**config.mk**
```make
export PLATFORM = sky130hd
export DESIGN_NAME = pipe_hazard_ctrl
export DESIGN_NICKNAME = d
export VERILOG_FILES = /design/src/rtl/pipe_hazard_ctrl.sv
export SDC_FILE = /design/constraint.sdc
export NUM_CORES = 1
export LEC_CHECK = 0
export CAP_MARGIN = 20
export CELL_PAD_IN_SITES_DETAIL_PLACEMENT = 1
export CELL_PAD_IN_SITES_GLOBAL_PLACEMENT = 2
export CORE_ASPECT_RATIO = 1.2
export CORE_UTILIZATION = 26
export CTS_CLUSTER_SIZE = 14
export DETAILED_ROUTE_END_ITERATION = 16
export PLACE_DENSITY_LB_ADDON = 0.1
export SLEW_MARGIN = 20
export SYNTH_ARGS = -nofsm -noshare
export SYNTH_HDL_FRONTEND = slang
export SYNTH_SLANG_ARGS = --single-unit
```
**constraint.sdc**
```tcl
create_clock -name clk -period 2.1 [get_ports clk]
set_input_delay 0.525 -clock clk [delete_from_list [all_inputs] [get_ports clk]]
set_output_delay 0.525 -clock clk [all_outputs]
set_load 0.02 [all_outputs]
```
**src/rtl/pipe_hazard_ctrl.sv**
```systemverilog
// Pipeline control for the 3-stage core: jump/flush arbitration, hold merging and bus-hold jump replay.
// Define PIPE_PERF_CNT_EN to add stall/flush performance counters.
module pipe_hazard_ctrl #(
   parameter int ADDR_W   = 32,
   parameter int MAX_HOLD = 255,
   parameter int CNT_W    = 8
) (
   input  logic              clk,
   input  logic              rst,
   input  logic              ex_jump_flag_i,
   input  logic [ADDR_W-1:0] ex_jump_addr_i,
   input  logic              int_jump_flag_i,
   input  logic [ADDR_W-1:0] int_jump_addr_i,
   input  logic              div_busy_i,
   input  logic              bus_hold_i,
   output logic              jump_flag_o,
   output logic [ADDR_W-1:0] jump_addr_o,
   output logic [2:0]        hold_o,
   output logic              flush_if_id_o,
   output logic              flush_id_ex_o,
`ifdef PIPE_PERF_CNT_EN
   output logic [31:0]       stall_cycles_o,
   output logic [31:0]       flush_events_o,
`endif
   output logic              hold_timeout_o
);

   typedef enum logic {RUN, PEND} state_t;

   // One extra counter bit so the saturation value MAX_HOLD+1 is representable.
   localparam logic [CNT_W:0] HOLD_LIM = (CNT_W+1)'(MAX_HOLD);
   localparam logic [CNT_W:0] HOLD_SAT = (CNT_W+1)'(MAX_HOLD + 1);
   localparam logic [CNT_W:0] CNT_ONE  = (CNT_W+1)'(1);

   state_t              state, state_nxt;
   logic [ADDR_W-1:0]   pend_addr, pend_nxt;
   logic [CNT_W:0]      hold_cnt;
   logic                sel_flag;
   logic [ADDR_W-1:0]   sel_addr;
   logic [2:0]          hold_lvl;

   assign sel_flag = int_jump_flag_i | ex_jump_flag_i;
   assign sel_addr = int_jump_flag_i ? int_jump_addr_i : ex_jump_addr_i;

   always_comb begin
      hold_lvl = 3'd0;
      if (div_busy_i)
         hold_lvl = 3'd3;
      else if (bus_hold_i || state == PEND)
         hold_lvl = 3'd2;
   end

   always_ff @(posedge clk or negedge rst) begin
      if (!rst) begin
         state     <= RUN;
         pend_addr <= '0;
      end else begin
         state     <= state_nxt;
         pend_addr <= pend_nxt;
      end
   end

   // A redirect always wins over any hold level in the cycle it is issued.
   always_comb begin
      state_nxt     = state;
      pend_nxt      = pend_addr;
      jump_flag_o   = 1'b0;
      jump_addr_o   = '0;
      flush_if_id_o = 1'b0;
      flush_id_ex_o = 1'b0;
      hold_o        = 3'd0;
      if (rst) begin
         hold_o = hold_lvl;
         case (state)
            RUN: begin
               if (sel_flag && !bus_hold_i) begin
                  jump_flag_o   = 1'b1;
                  jump_addr_o   = sel_addr;
                  flush_if_id_o = 1'b1;
                  flush_id_ex_o = 1'b1;
                  hold_o        = 3'd0;
               end else if (sel_flag) begin
                  pend_nxt  = sel_addr;
                  state_nxt = PEND;
               end
            end
            PEND: begin
               if (bus_hold_i) begin
                  // Execute is stalled, so only an interrupt may replace the parked jump.
                  if (int_jump_flag_i)
                     pend_nxt = int_jump_addr_i;
               end else begin
                  jump_flag_o   = 1'b1;
                  jump_addr_o   = int_jump_flag_i ? int_jump_addr_i : pend_addr;
                  flush_if_id_o = 1'b1;
                  flush_id_ex_o = 1'b1;
                  hold_o        = 3'd0;
                  state_nxt     = RUN;
               end
            end
         endcase
      end
   end

   always_ff @(posedge clk or negedge rst) begin
      if (!rst) begin
         hold_cnt       <= '0;
         hold_timeout_o <= 1'b0;
      end else if (bus_hold_i) begin
         if (hold_cnt != HOLD_SAT)
            hold_cnt <= hold_cnt + CNT_ONE;
         if (hold_cnt >= HOLD_LIM)
            hold_timeout_o <= 1'b1;
      end else begin
         hold_cnt <= '0;
      end
   end

`ifdef PIPE_PERF_CNT_EN
   always_ff @(posedge clk or negedge rst) begin
      if (!rst) begin
         stall_cycles_o <= '0;
         flush_events_o <= '0;
      end else begin
         if (hold_o != 3'd0)
            stall_cycles_o <= stall_cycles_o + 32'd1;
         if (jump_flag_o)
            flush_events_o <= flush_events_o + 32'd1;
      end
   end
`endif

endmodule

```
==> results of run 1 <==
per-layer routing:
metal / global-route usage / wire (um)
met3: 0.02533 / 414
met5: 0 / 0
met4: 0.04444 / 118
met2: 0.3262 / 5245
met1: 0.2507 / 4531
cell type report:
class,count,share of cell area
multi-input combinational,185,0.3156
clock buffer,6,0.02926
tap,126,0.03322
inverter,5,0.003955
timing repair buffer,175,0.3839
sequential,43,0.2267
clock inverter,2,0.007382
power by group through the flow:
| stage | sequential (W) | clock, W | combinational [W] |
|---|---|---|---|
| 3_3_place_gp | 0.00103 | 0 | 0.000674 |
| 2_1_floorplan | 0.00101 | 0 | 0.000304 |
| 4_1_cts | 0.00102 | 0.000934 | 0.000727 |
| 3_5_place_dp | 0.00103 | 0 | 0.000682 |
| 6_report | 0.00103 | 0.000919 | 0.000734 |
| 5_1_grt | 0.00104 | 0.000966 | 0.000790 |
kinds of logic after synthesis:
family / share of synthesized area
AOI/OAI and AO/OA: 0.3387
DFF: 0.3969
other: 0.001383
xor gates and xnor gates: 0.006462
muxes: 0.01477
buffers and inverters: 0.06091
and+or+nand+nor: 0.1671
adders and majority gates: 0.01385
path summary, 6_finish.rpt:
path	endpoint	slack (ns)	startpoint	depth (start not counted)
setup / recovery	jump_addr_o[10]	-0.02	bus_hold_i	6
hold / removal	pend_addr[2]	0.16	rst	2
setup reg to reg	hold_timeout_o	0.45	hold_cnt[0]	5
hold reg to reg	hold_timeout_o	0.50	hold_timeout_o	1
max in group asynchronous	pend_addr[0]	1.40	rst	2
min in group clk	hold_timeout_o	0.50	hold_timeout_o	1
per-stage QoR:
step	hold WS, ns	worst slack [ns]	cell area [um2]
after global routing	0.1639	-0.07721	4746
after CTS	0.1662	-0.01955	4683
after global placement	0.4729	-0.8554	4284
after floorplan	0.2294	0.007691	2711
after detailed placement	0.4946	-0.9002	4284
final	0.1606	-0.01713	4746
sequential cells by signal, summed over array words and instances (netlist names):
register        cells
hold_timeout_o      1
state               1
hold_cnt            9
pend_addr          32
cells in the final DEF (no fill, tap or decap), types with 2 or more instances in the layout:
cell | synthesis | layout
a21oi_1 | 2 | 2
buf_4 | 6 | 52
inv_1 | 5 | 5
buf_8 | 0 | 5
mux2i_1 | 4 | 4
nand2_1 | 8 | 8
and2_1 | 3 | 3
a221o_1 | 32 | 32
buf_6 | 0 | 37
nand2b_1 | 2 | 2
o21a_1 | 2 | 2
dfrtp_1 | 43 | 43
clkdlybuf4s50_1 | 0 | 66
ha_1 | 3 | 3
clkbuf_16 | 0 | 6
nor2b_1 | 4 | 3
buf_2 | 12 | 2
and3_1 | 34 | 34
clkdlybuf4s15_2 | 0 | 3
nand3_1 | 4 | 4
a21o_1 | 32 | 32
o21ai_0 | 2 | 2
a22o_1 | 32 | 32
buf_12 | 0 | 5
xnor2_1 | 2 | 2
buf_16 | 0 | 4
critical path, stage by stage:
cell and delay [ns]:
buf_8 0.10, and3b_4 0.43, buf_12 0.17, a22o_1 0.14, a21o_1 0.10, buf_6 0.11
timing repair:
item | 4_1_cts | 5_1_grt
pin swaps | 34 | 16
setup endpoints to repair | 37 | 37
resized for setup | 244 | 9
gates cloned | 5 | 2
buffers inserted | 6 | 1
==> results.yml, run 1 <==
power_and_ir_drop:
  ir_drop_mv: 0.2544
  p_switching_w: 0.0007038
  finalPower_w: 0.002680
  internal-power_w: 0.001976
  power.share.switching: 0.2626
  cellLeakagePower_nw: 2.465
  p_per_area_nw_per_um2: 564.7
  p_clk_frac: 0.343
  power_frac_comb: 0.274
  seq_power_share: 0.383
finish:
  seq_area_um2: 1076
  multi_input_area_um2: 1498
  nFillCells: 1113
  fin_util: 0.4718
  drive_gt1_frac: 0.3077
  layoutNonFillerInstCount: 542
  nNetsFinal: 488
  synthToLayoutAreaGrowth_pct: 75.03
  diodes: 0
synth:
  ys_types: 38
  synth-seq-cells: 43
  synth-edff-count: 0
  synthFlopType: "dfrtp_1"
  synth_common_cells: "43 x dfrtp_1, 34 x and3_1, 32 x a21o_1, 32 x a221o_1, 32 x a22o_1"
  syn_nets: 335
  async_reset_ff_frac: 1.000
  netlist.area_leader.share: 0.3969
  synth_most_common_cell: "dfrtp_1"
  synth_top_area_cell: "dfrtp_1"
  yosysWarnings: 0
  ys_seq_area_frac: 0.3969
  netlist_instances: 262
  netlist_area_um2: 2711
  synth_area_leaders: "dfrtp_1 40%, a221o_1 12%, a22o_1 10%, a21o_1 8.9%, and3_1 7.8%"
  synth.avg_cell_area_um2: 10.35
cts:
  clk_path_buf_depth: 2
  numCtsBuffers: 5
  ctsHoldBuffers: 0
  htreeDepth: 2
  root_buffer: "clkbuf_16"
  clock_sinks: 43
  cts_tree: "done"
  path_clk_slew_ns: 0.06
  clk_latency_ns: 0.29
hold_path:
  hp-class: "input port to asynchronous set/reset pin"
timing:
  setup_ws_ns: -0.01713
  hold_viol: 0
  skew_ns: 0.004388
  fin_crit_sh: 1.008
  worst_slew_pin_slew_ns: 0.5177
  final.setup.tns_ns: -0.06190
  maxSlewHeadroom: 0.6549
  fin_crit_ns: 2.117
  fmax_mhz: 472.3
  setup_viol: 10
  rsz0062_at_grt: "true"
  final_max_slew_viol_count: 0
die:
  dieHeight_um: 113.9
  core-area_um2: 10060
  initial_core_util: 0.2695
  fp-row-count: 40
  die_x_um: 95.22
  dieArea_um2: 10840
  io_pins: 109
place:
  dp_hpwl_mm: 6.638
  gp_routability_congestion: 0.7529
  port_buffers: 107
  dp.cells: 522
grt:
  grt_pass1_vias: 2989
  grt_usage: 0.1903
  grt_pass1_wl_mm: 15.90
  grt_antenna_before_repair: 0
  overflow: 0
  grt_max_degree: 39
critical_path:
  cp_max_fo: 7
  end_kind: "output port"
  required_ns: 1.57
  crit_type: "input port to output port"
  arrival_ns: 1.59
  critPathLaunchType: "input port"
route:
  drt_first_pass_iters: 4
  drcViolationCount: 0
  drtIter0Drc: 115
  wl_per_cell_um: 19.02
  vias: 2851
  wl_mm: 10.31
  vias_per_cell: 5.260
  antenna_left: 0
job:
  drv_cap: 0
outcome:
  violations: "negative setup slack"
  outcome: "complete, but fails checks"
Note: power is estimated with default switching activity, not from simulation.
==> run 2, diff against run 1 <==
- CORE_ASPECT_RATIO: 1.2 -> unset
==> run 2 against run 1 <==
The flow still finishes with violations (negative setup slack). Highest routed layer unchanged. Power decreased by 14%. Worst setup slack lost 0.088 ns. Sequential power barely moved.
==> results.yml, run 2 (synthesized netlist as in run 1, its figures left out) <==
power_and_ir_drop:
  p_per_area_nw_per_um2: 490.5
  cellLeakagePower_nw: 2.408
  finalPower_w: 0.002295
  ir_drop_mv: 0.2307
outcome:
  outcome: "complete, but fails checks"
  violations: "negative setup slack"
critical_path:
  max_stage_delay_ns: 0.25
  arrival_ns: 1.68
  worstPathCellList: "buf_8 -> and3b_2 -> buf_12 -> clkbuf_16 -> a22o_1 -> a21o_1 -> buf_6"
  critPathSlowestCell: "and3b_2"
  reg2regPathDepth: 5
  rrSetupSlack_ns: 0.46
  critPathLaunchType: "input port"
  crit_type: "input port to output port"
  rr_startpoint: "hold_cnt[0]"
  r2r_end: "hold_timeout_o"
  cp_max_fo: 6
  required_ns: 1.57
  end_kind: "output port"
finish:
  final_cell_mix: "66 x clkdlybuf4s50_1, 43 x dfrtp_1, 40 x buf_4"
  regMostFlops: "pend_addr"
  drive_gt1_frac: 0.2934
  nNetsFinal: 481
  layoutNonFillerInstCount: 542
  fin_util: 0.4701
  diodes: 0
  nFillCells: 1093
  multi_input_area_um2: 1496
  largest_register_ffs: 32
  seq_area_um2: 1076
  synthToLayoutAreaGrowth_pct: 72.59
  biggestRegsByFlops: "pend_addr x32, hold_cnt x9"
  final_common_cell: "clkdlybuf4s50_1"
grt:
  grt_pass1_wl_mm: 16.77
  grt_usage: 0.1928
  grt_max_degree: 35
  grt_pass1_vias: 3086
  overflow: 0
  grt_antenna_before_repair: 0
timing:
  hold_viol: 0
  setup_viol: 32
  skew_ns: 0.009297
  rsz0062_at_grt: "true"
  fmax_mhz: 453.5
  setup_ws_ns: -0.1053
  fin_crit_ns: 2.205
  fin_crit_sh: 1.050
  final_max_slew_viol_count: 0
route:
  dr_wl_met2_mm: 5.117
  antenna_left: 0
  drtIter0Drc: 94
  wl_mm: 10.30
  drt_first_pass_iters: 4
  wl_met1_mm: 4.531
  drcViolationCount: 0
  wl_per_cell_um: 19.01
  wl_met3_um: 554
  vias_per_cell: 5.194
  vias: 2815
  routed.top_layer: "met4"
die:
  io_pins: 109
  dieHeight_um: 104.1
  core-area_um2: 9955
  fp-row-count: 36
  dieArea_um2: 10840
  die_x_um: 104.1
  initial_core_util: 0.2724
cts:
  clk_path_buf_depth: 2
  clk_latency_ns: 0.30
  cts_tree: "done"
  root_buffer: "clkbuf_8"
  clock_sinks: 43
  htreeDepth: 2
  numCtsBuffers: 5
  path_clk_slew_ns: 0.08
  ctsHoldBuffers: 0
place:
  gp_routability_congestion: 0.7442
  pre_cts_ws_ns: -0.8868
  port_buffers: 107
  dp.cells: 524
  dp_hpwl_mm: 6.631
hold_path:
  hp-class: "input port to asynchronous set/reset pin"
job:
  drv_cap: 0
## run 2: cell count changes in the layout (fill, tap and decap cells not counted), moves of 2 or more
cell,before,now
buf_8,5,3
clkbuf_16,6,2
buf_4,52,40
clkbuf_8,1,5
buf_12,5,13
buf_16,4,1
## run 2: power by group
part	total, W	internal (W)	switching [W]
Combinational	0.000737	0.000439	0.000298
Sequential	0.00102	0.000946	0.0000760
Clock	0.000537	0.000233	0.000303
Total	0.00230	0.00162	0.000677
## run 2: repair_timing
action / 4_1_cts / 5_1_grt
gates resized for setup: 238 / 12
setup buffers: 4 / 2
pin swaps: 13 / 18
setup endpoints to repair: 38 / 45
cloned: 3 / 3
## run 2: layout make-up
| type | count | area share |
|---|---|---|
| well taps | 133 | 0.03556 |
| clock buffers | 6 | 0.01551 |
| repair buffers | 168 | 0.3925 |
| clock inverters | 2 | 0.002674 |
| flip-flops and latches | 43 | 0.2299 |
| inverters | 5 | 0.004011 |
| multi-input cells | 185 | 0.3198 |
## run 2: worst max-delay path by stage
stage                     from         endpoint  slack [ns]  depth (start not counted)
6_report       int_jump_flag_i   jump_addr_o[4]       -0.11                          7
5_1_grt        int_jump_flag_i  jump_addr_o[28]       -0.15                          7
4_1_cts        int_jump_flag_i  jump_addr_o[11]       -0.14                          7
3_5_place_dp   int_jump_flag_i   jump_addr_o[4]       -0.89                          6
3_3_place_gp   int_jump_flag_i   jump_addr_o[5]       -0.84                          6
2_1_floorplan  int_jump_flag_i  jump_addr_o[21]       0.008                          5
## run 2: routing by layer
| metal | track usage | vias up |
|---|---|---|
| met3 | 0.03947 | 10 |
| met1 | 0.2427 | 1396 |
| li1 | - | 1323 |
| met2 | 0.3386 | 86 |
| met4 | 0.04082 | 0 |
| met5 | 0 | - |
## run 2: critical path: cells and delay by family
family	cells	cell delay, ns
buffers and inverters	4	0.53
AO/OA/AOI/OAI	2	0.37
AND/OR/NAND/NOR	1	0.25
## run 2: per-stage QoR
step                      cell area [um2]  TNS [ns]  hold slack, ns
after floorplan                      2711         0          0.2294
after global placement               4293    -38.64          0.4665
after detailed placement             4293    -39.57          0.4705
after CTS                            4588    -3.764         0.08314
after global routing                 4679    -3.731         0.08980
final                                4679    -2.662          0.1010
==> run 3, diff against run 2 <==
- MAX_ROUTING_LAYER: unset -> met4
==> run 3 against run 2 <==
Largest power group unchanged. First-iteration DRC count down 3.2%. Count of clock-buffer cells in the layout unchanged. Sequential power about the same. Combinational power about the same. The flow still finishes with violations (negative setup slack). Hold slack about the same. Clock skew about the same. Flip-flop and latch count unchanged. Largest cell class unchanged. Sequential share of layout area unchanged.
==> results.yml, run 3 (synthesized netlist as in run 1, its figures left out) <==
critical_path:
  cp_max_fo: 6
  required_ns: 1.57
  max_stage_delay_ns: 0.25
  r2r_end: "hold_timeout_o"
  critPathSlowestCell: "and3b_2"
  critPathLaunchType: "input port"
  rr_startpoint: "hold_cnt[0]"
  rrSetupSlack_ns: 0.46
  crit_type: "input port to output port"
  end_kind: "output port"
  worst-path-buf-inv: 4
  path_delay_family: "buffers and inverters"
  reg2regPathDepth: 5
  worstPathCellList: "buf_8 -> and3b_2 -> buf_12 -> clkbuf_16 -> a22o_1 -> a21o_1 -> buf_6"
  arrival_ns: 1.68
finish:
  layoutNonFillerInstCount: 542
  largest_register_ffs: 32
  diodes: 0
  final_cell_mix: "66 x clkdlybuf4s50_1, 43 x dfrtp_1, 40 x buf_4"
  nNetsFinal: 481
  final_common_cell: "clkdlybuf4s50_1"
  synthToLayoutAreaGrowth_pct: 72.59
  drive_gt1_frac: 0.2934
  biggestRegsByFlops: "pend_addr x32, hold_cnt x9"
  regMostFlops: "pend_addr"
timing:
  setup_ws_ns: -0.1051
  fin_crit_ns: 2.205
  fin_crit_sh: 1.050
  setup_viol: 32
  rsz0062_at_grt: "true"
  skew_ns: 0.009119
  final_max_slew_viol_count: 0
  fmax_mhz: 453.5
  final.setup.tns_ns: -2.624
  hold_viol: 0
power_and_ir_drop:
  cellLeakagePower_nw: 2.408
  p_per_area_nw_per_um2: 490.4
  finalPower_w: 0.002295
  ir_drop_mv: 0.2307
die:
  dieHeight_um: 104.1
  dieArea_um2: 10840
  die_x_um: 104.1
  io_pins: 109
  initial_core_util: 0.2724
  fp-row-count: 36
  core-area_um2: 9955
grt:
  grt_usage: 0.1985
  grt_antenna_before_repair: 0
  grt_pass1_wl_mm: 16.77
  grt_pass1_vias: 3085
  overflow: 0
  grt_max_degree: 35
route:
  dr_wl_met2_mm: 5.107
  wl_met3_um: 524
  drtIter0Drc: 91
  vias: 2810
  wl_met1_mm: 4.586
  wl_mm: 10.32
  wl_per_cell_um: 19.04
  routed.top_layer: "met4"
  vias_per_cell: 5.185
  drt_first_pass_iters: 6
  antenna_left: 0
  drcViolationCount: 0
cts:
  clk_latency_ns: 0.30
  cts_tree: "done"
  numCtsBuffers: 5
  htreeDepth: 2
  root_buffer: "clkbuf_8"
  clock_sinks: 43
  clk_path_buf_depth: 2
  path_clk_slew_ns: 0.08
  ctsHoldBuffers: 0
place:
  dp.cells: 524
  gp_routability_congestion: 0.7536
  pre_cts_ws_ns: -0.8868
  port_buffers: 107
  dp_hpwl_mm: 6.631
outcome:
  violations: "negative setup slack"
  outcome: "complete, but fails checks"
job:
  drv_cap: 0
hold_path:
  hp-class: "input port to asynchronous set/reset pin"
[run 3: cell counts in the layout (fill, tap and decap cells not counted)]
Identical to the previous run, type by type.
[run 3: through the flow]
stage / hold WS, ns / instance area, um2 / util
after floorplan: 0.2294 / 2711 / -
after global placement: 0.4665 / 4293 / 0.4312
after detailed placement: 0.4705 / 4293 / 0.4312
after CTS: 0.08314 / 4588 / 0.4609
after global routing: 0.08980 / 4679 / 0.4701
final: 0.1015 / 4679 / 0.4701
[run 3: worst max-delay path by stage]
stage | depth (start not counted) | slack (ns) | to | startpoint
6_report | 7 | -0.11 | jump_addr_o[4] | int_jump_flag_i
4_1_cts | 7 | -0.14 | jump_addr_o[11] | int_jump_flag_i
2_1_floorplan | 5 | 0.008 | jump_addr_o[21] | int_jump_flag_i
3_3_place_gp | 6 | -0.84 | jump_addr_o[5] | int_jump_flag_i
5_1_grt | 7 | -0.15 | jump_addr_o[28] | int_jump_flag_i
3_5_place_dp | 6 | -0.89 | jump_addr_o[4] | int_jump_flag_i
[run 3: area by class of cell]
type / instances / area, um2
clock buffers: 6 / 72.57
fillers: 1093 / 5275
repair buffers: 168 / 1837
clock inverters: 2 / 12.51
inverters: 5 / 18.77
multi-input cells: 185 / 1496
well taps: 133 / 166.4
flip-flops and latches: 43 / 1076
[run 3: where the power goes]
part           total (W)  switching (W)  leakage [nW]  internal [W]
registers        0.00102      0.0000763         0.547      0.000946
clock network   0.000536       0.000303        0.0412      0.000233
logic           0.000737       0.000297          1.82      0.000439
total            0.00229       0.000677          2.41       0.00162
[run 3: routing by layer]
metal  up-vias  track usage
li1       1324            -
met2        88       0.3395
met4         0      0.04082
met1      1389       0.2435
met3         9      0.03759
met5         -            -
[run 3: repair_timing]
item | CTS | global route
buffers inserted | 4 | 2
setup endpoints to repair | 38 | 46
gates cloned | 3 | 3
pin swaps | 13 | 19
gates resized for setup | 238 | 12
